## src/rtl/latch_pkg.sv

```systemverilog
// Shared types and default parameter values for the latch output filter.
package latch_pkg;

   typedef enum logic {
      IDLE = 1'b0,
      MEAS = 1'b1
   } wid_state_t;

   localparam int DEF_SYNC_STAGES = 2;
   localparam int DEF_FILT_CYCLES = 4;
   localparam int DEF_CNT_W       = 8;
   localparam int DEF_WID_W       = 8;

endpackage

```

## src/rtl/latch_out_filter_bit_sync.sv

```systemverilog
// Multi-flop synchronizer bringing an asynchronous single bit into the clk domain.
module bit_sync #(
   parameter int STAGES = 2
) (
   input  logic clk,
   input  logic rst_n,
   input  logic d,
   output logic q
);

   logic [STAGES-1:0] chain;

   always_ff @(posedge clk or negedge rst_n) begin
      if (!rst_n) begin
         chain <= '0;
      end else begin
         chain <= {chain[STAGES-2:0], d};
      end
   end

   assign q = chain[STAGES-1];

endmodule

```

## src/rtl/latch_out_filter.sv

```systemverilog
// Synchronizes and deglitches latch output f, reports edges, rise count and high-pulse width.
//
//  state | meaning
//  IDLE  | f_clean low, no pulse being measured
//  MEAS  | f_clean high, wid_cnt accumulating the high time
module latch_out_filter
   import latch_pkg::*;
#(
   parameter int SYNC_STAGES = DEF_SYNC_STAGES,
   parameter int FILT_CYCLES = DEF_FILT_CYCLES,
   parameter int CNT_W       = DEF_CNT_W,
   parameter int WID_W       = DEF_WID_W
) (
   input  logic             clk,
   input  logic             rst_n,
   input  logic             f_async,
   input  logic             cnt_clear,
   output logic             f_clean,
   output logic             rise,
   output logic             fall,
   output logic [CNT_W-1:0] evt_count,
   output logic             rpt_valid,
   input  logic             rpt_ready,
   output logic [WID_W-1:0] rpt_width,
   output logic             rpt_ovf
);

   localparam int               FLT_W    = (FILT_CYCLES > 1) ? $clog2(FILT_CYCLES) : 1;
   localparam logic [FLT_W-1:0] FLT_LAST = FLT_W'(FILT_CYCLES - 1);
   localparam logic [CNT_W-1:0] CNT_MAX  = '1;
   localparam logic [WID_W-1:0] WID_MAX  = '1;

   logic             f_sync;
   logic [FLT_W-1:0] flt_cnt;
   logic [WID_W-1:0] wid_cnt;
   wid_state_t       state;

   bit_sync #(
      .STAGES (SYNC_STAGES)
   ) u_sync (
      .clk   (clk),
      .rst_n (rst_n),
      .d     (f_async),
      .q     (f_sync)
   );

   // A new level must persist FILT_CYCLES consecutive cycles; any agreeing cycle restarts the run.
   always_ff @(posedge clk or negedge rst_n) begin
      if (!rst_n) begin
         flt_cnt <= '0;
         f_clean <= 1'b0;
         rise    <= 1'b0;
         fall    <= 1'b0;
      end else begin
         rise <= 1'b0;
         fall <= 1'b0;
         if (f_sync == f_clean) begin
            flt_cnt <= '0;
         end else if (flt_cnt == FLT_LAST) begin
            flt_cnt <= '0;
            f_clean <= f_sync;
            rise    <= f_sync;
            fall    <= ~f_sync;
         end else begin
            flt_cnt <= flt_cnt + FLT_W'(1);
         end
      end
   end

   always_ff @(posedge clk or negedge rst_n) begin
      if (!rst_n) begin
         evt_count <= '0;
      end else if (cnt_clear) begin
         evt_count <= rise ? CNT_W'(1) : '0;
      end else if (rise && (evt_count != CNT_MAX)) begin
         evt_count <= evt_count + CNT_W'(1);
      end
   end

   // A fall may load the slot in the same cycle the consumer drains it.
   always_ff @(posedge clk or negedge rst_n) begin
      if (!rst_n) begin
         state     <= IDLE;
         wid_cnt   <= '0;
         rpt_valid <= 1'b0;
         rpt_width <= '0;
         rpt_ovf   <= 1'b0;
      end else begin
         if (rpt_valid && rpt_ready) begin
            rpt_valid <= 1'b0;
         end
         if (cnt_clear) begin
            rpt_ovf <= 1'b0;
         end
         case (state)
            IDLE: begin
               if (rise) begin
                  state   <= MEAS;
                  wid_cnt <= WID_W'(1);
               end
            end
            MEAS: begin
               if (fall) begin
                  state <= IDLE;
                  if (!rpt_valid || rpt_ready) begin
                     rpt_valid <= 1'b1;
                     rpt_width <= wid_cnt;
                  end else begin
                     rpt_ovf <= 1'b1;
                  end
               end else if (f_clean && (wid_cnt != WID_MAX)) begin
                  wid_cnt <= wid_cnt + WID_W'(1);
               end
            end
         endcase
      end
   end

endmodule

```

## config.mk

```make
export PLATFORM = sky130hd
export DESIGN_NAME = latch_out_filter
export DESIGN_NICKNAME = d
export VERILOG_FILES = /design/src/rtl/latch_pkg.sv /design/src/rtl/latch_out_filter_bit_sync.sv /design/src/rtl/latch_out_filter.sv
export SDC_FILE = /design/constraint.sdc
export NUM_CORES = 1
export LEC_CHECK = 0
export BUFFER_PORTS_ARGS = -buffer_cell sky130_fd_sc_hd__buf_2
export CORE_MARGIN = 2
export CORE_UTILIZATION = 54
export DETAILED_ROUTE_END_ITERATION = 7
export GPL_TIMING_DRIVEN = 0
export PLACE_DENSITY = 0.83
export SLEW_MARGIN = 20
export SYNTH_ARGS = -nofsm -noshare
export SYNTH_HDL_FRONTEND = slang
export SYNTH_SLANG_ARGS = --single-unit
```

## constraint.sdc

```tcl
create_clock -name clk -period 1.7 [get_ports clk]
set_clock_uncertainty 0.05 [all_clocks]
set_input_delay 0 -clock clk [delete_from_list [all_inputs] [get_ports clk]]
set_output_delay 0 -clock clk [all_outputs]
set_load 0.05 [all_outputs]
```

### After elaboration in Yosys (flattened, before gate mapping)

Cells that the tools add are included.
Widths: inputs -> output; s select.

* flip-flop bits (word level): 34
* latch bits: 0
* RAM bits: 0
* memory bits (read-only): 0
* output and inout port bits: 21
* logic and storage cells: 57
* memories kept: 0

* add/subtract/negate cells: 3
* $mul: 0
* divide/modulo/power cells: 0
* order comparisons: 0
* equality and inequality tests: 7
* shifts and indexed selects: 0
* multiplexer cells: 24
* bitwise gates (word level): 3
* reduce and logical (&&, ||, !) cells: 9

Operators with widths (count)
* $mux 8: 5
* $add 8x1->8 const B: 2
* $ne 8x8->1 const B: 2
* $pmux 8 s2: 1
* $mux 1: 15
* $reduce_and 3->1: 2
* $mux 2: 2
* $ne 2x2->1 const B: 2
* $logic_and 1x1->1: 3
* $not 1->1: 3
* $add 2x1->2 const B: 1
* $eq 2x2->1 const B: 1
* $ne 2x1->1 const B: 1
* $pmux 1 s2: 1
* $reduce_and 2->1: 1
* $reduce_bool 2->1: 1
* $eq 1x1->1: 1
* $logic_not 1->1: 1
* $logic_or 1x1->1: 1

### Depth between registers and ports, before layout

* depth after elaboration: 5
* gate-level depth with buffers: 5

### Hierarchy

A second synthesis with hierarchy kept.

* cells, all modules: 137
* area, all modules: 1597.8 um2

By module, submodules not included
* latch_out_filter: times used 1, cells each 135, area each 1547.7 um2
* bit_sync: times used 1, cells each 2, area each 50.0 um2

### Worst setup path before layout

No wires, ideal clock.

* kind: reg2reg
* start point: reg f_clean
* end point: reg wid_cnt[6]
* library setup time: 0.152 ns
* arrival time: 1.545 ns
* slack: -0.047 ns
* stages on the path, launching flop included: 5
* buffers on the path: 0
* cells stage by stage: dfrtp_1 > inv_1 > or4_1 > mux2i_1 > a21oi_1

* word-level cells in the longest chain between the ends: 3

Ends and longest elaborated chain
* from (decl): line latch_out_filter.sv:18 `output logic f_clean,`
* from (signal assigned): line latch_out_filter.sv:61 `f_clean <= f_sync;`
* $logic_and 1x1->1: line latch_out_filter.sv:111 `end else if (f_clean && (wid_cnt != WID_MAX)) begin`
* $ne 2x1->1 (no line)
* $reduce_and 3->1 (no line)
* to (signal assigned): line latch_out_filter.sv:112 `wid_cnt <= wid_cnt + WID_W'(1);`
* to (decl): line latch_out_filter.sv:35 `logic [WID_W-1:0] wid_cnt;`

Every way passes these cells.
A chain may end at the register's enable or synchronous reset.

### Final worst setup path

* start point: reg wid_cnt[1]
* end point: reg wid_cnt[6]

* word-level cells in the longest chain between the ends: 4
* elaborated cells on any way between the ends: 8
* classes of those cells: 1 x add/sub; 2 x eq/ne; 3 x mux; 2 x reduce/logical

Ends and longest elaborated chain (line)
* $add 8x1->8 or $ne 8x8->1 (tied branches): latch_out_filter.sv:112, latch_out_filter.sv:111
* $mux 8 or $logic_and 1x1->1 (tied branches): latch_out_filter.sv:111
* $mux 8 or $ne 2x1->1 (tied branches)
* $pmux 8 s2 or $reduce_and 3->1 (tied branches)

Several ways; a longest one is shown, not always the timed one. The select of a mux whose other input is x is not followed.

==> results by group <==
Yosys
  – Area leader, netlist: dfrtp_1
  – Syn Area/Cell: 11.1 µm²
  – Yosys top cell area share: 0.552
  – Synth top area cells: dfrtp_1, mux2_2, mux2i_1
  – Synth warnings: 0
  – Mapped Cells: 139
  – Register bit total from synthesis: 34
  – Net Count, Synth: 147
  – Register area share after synthesis: 0.552
  – Cell variety after synth: 36
  – Netlist Area Pre-Place: 1540 µm²

Critical path
  – Critical path startpoint: wid_cnt[1]
  – Reg-to-reg startpoint: wid_cnt[1]
  – Crit-path max FO: 5
  – Data required, critical path: 1.87 ns
  – Crit. End Element: flip-flop
  – Worst setup SP type: flip-flop
  – Critical path class: flip-flop to flip-flop
  – Crit path DAT: 1.75 ns

Final layout
  – Antenna fix cells: 0
  – Post-Layout Cell Count: 207
  – Total Nets Final: 183
  – Share of cells above drive strength 1: 0.284
  – Area grow syn2layout: 18.5%
  – Most common cell after layout, fill and taps aside: dfrtp_1
  – Most frequent cells in the layout: dfrtp_1, buf_2, nor2_1

Placed design
  – Placed Cells: 194
  – Dpl ws: 0.0494 ns
  – DP Wirelength: 1.99 mm
  – PortBufs: 24
  – Routability Congestion: 0.850

Clock network
  – H-tree levels: 2
  – Reg clk slew, reported paths: 0.11 ns
  – TritonCTS clock tree: done
  – CTS Root Cell: clkbuf_4
  – Clock sink count: 34
  – Clk buf depth: 2
  – Total CTS buffers: 5
  – Clock latency reported for the late side of the worst-skew pair: 0.33 ns

Drt
  – DRC viols: 0
  – Routed WL: 2.97 mm
  – WL/cell: 14.3 µm
  – First DRT Iteration DRCs: 58
  – Avg Vias per Cell: 5.99
  – Routed vias: 1239
  – Drt first pass iters: 4
  – DRT antenna net count: 0

GRT
  – Initial antenna violation count: 0
  – First-pass GRT wire length: 5.09 mm
  – Tot GR Track Use: 0.207
  – Largest net degree at the start of global routing: 35
  – Overflow after GRT: 0
  – Via count of the first global-routing pass: 1209

STA
  – Worst hold margin: 0.200 ns
  – FMAX: 633 MHz
  – Max-slew headroom: 0.516
  – Crit share post-route: 0.929
  – Final TNS setup: 0 ns
  – Fin. Hold Viols: 0
  – Worst-Margin Slew: 0.726 ns
  – Minimum clock period: 1.58 ns
  – RSZ-0062 raised after global routing: no
  – Slew Limit Fails: 0
  – Setup violators final: 0
  – Setup ws final: 0.120 ns

Power and ir drop
  – Tot Pwr: 2.20 mW
  – Peak VDD IR: 1100 µV
  – P_leak: 0.924 nW
  – Pwr Density: 1200 nW/µm²

Floorplanning
  – I/O Pins: 26
  – Core area: 2730 µm²
  – Die Span Y: 57.4 µm
  – # rows: 19
  – Die Area: 3300 µm²
  – Initial Util: 0.564
  – Die width: 57.4 µm

Hold path
  – Hold Crit Class: input port to async pin

Outcome
  – Status: complete, no violations

Job
  – Max-Cap Viols: 0
==> registers in the layout (all words and copies together) (netlist names) <==
register      cells
evt_count         8
f_clean           1
fall              1
flt_cnt           2
rise              1
rpt_ovf           1
rpt_valid         1
rpt_width         8
state             1
u_sync.chain      2
wid_cnt           8
==> per-stage QoR <==
step                      area, µm²   util
after floorplan                1550      -
after global placement         1700  0.623
after detailed placement       1700  0.623
after CTS                      1810  0.661
after global routing           1830  0.668
final                          1830  0.668
==> routing by layer <==
metal | part of all wire | GRT usage | vias to the layer above
li1 | - | - | 581
met1 | 0.45 | 0.254 | 598
met2 | 0.46 | 0.297 | 52
met3 | 0.074 | 0.0635 | 8
met4 | 0.023 | 0.173 | 0
met5 | 0 | 0 | -
==> cell usage after synthesis (all sizes together) <==
cell and n:
buf 1, nand4bb 1, inv 6, o211ai 4
nand2 8, mux2i 4, a31oi 5, xnor2 1
or4 1, a41oi 2, and4 1, nor3 3
ha 3, a211oi 2, dfrtp 34, o22ai 1
nor2 9, o211a 1, nand3 5, clkbuf 3
nand2b 3, a21oi 5, o21ai 7, nor3b 3
nor4 1, a211o 1, and3 5, mux2 8
o31a 1, nand4 3, xor2 3, or2 1
and2b 1, nor2b 2
==> report_power, final <==
part           leakage (nW)  total, mW  internal (mW)  switching (mW)
Clock                0.0343      0.467          0.199           0.268
Combinational         0.437      0.670          0.231           0.439
Sequential            0.452       1.06          0.930           0.130
Total                 0.924       2.20           1.36           0.837
==> worst paths after layout <==
path                            cells past startpoint              end  slack, ns
worst max-delay path                                5       wid_cnt[6]       0.12
worst min-delay path                                2       wid_cnt[2]       0.20
worst max register to register                      5       wid_cnt[6]       0.12
worst min register to register                      0  u_sync.chain[1]       0.31
max in group asynchronous                           2          f_clean       0.89
min in group clk                                    2  u_sync.chain[0]       0.26
==> critical path, cell delays in order, from the launching register on <==
cell and delay, ns:
dfrtp_1 0.42, ha_2 0.25, nand4_1 0.09, or4_1 0.43
mux2i_1 0.17, a21oi_1 0.05
==> layout make-up <==
cell class                      instances  area [µm²]
Fill cell                             206         907
Sequential cell                        34         855
Tap cell                               31        38.8
Clock buffer                            6        51.3
Buffer                                  4        16.3
Inverter                                6        22.5
Timing Repair Buffer                   29         168
Multi-Input combinational cell         95         663
Clock inverter                          2        12.5
==> timing repair <==
item | in CTS | in global routing
buffers inserted | 0 | 1
gates resized for setup | 0 | 3
hold endpoints to repair | 38 | 0
hold buffers | 4 | 0
endpoints found under the setup margin | 0 | 7
==> logic make-up (layout without fill, tap and decap cells) <==
family	Yosys count	count (layout)	share of synthesized area
multiplexers	12	12	0.0844
AND/OR/NAND/NOR	47	47	0.170
AO/OA/AOI/OAI	29	29	0.122
adder cells (fa/ha/maj)	3	3	0.0244
flip-flops	34	34	0.552
XOR/XNOR	4	4	0.0227
buffers and inverters	10	47	0.0252
No activity file was read; power rests on OpenSTA's default activity.
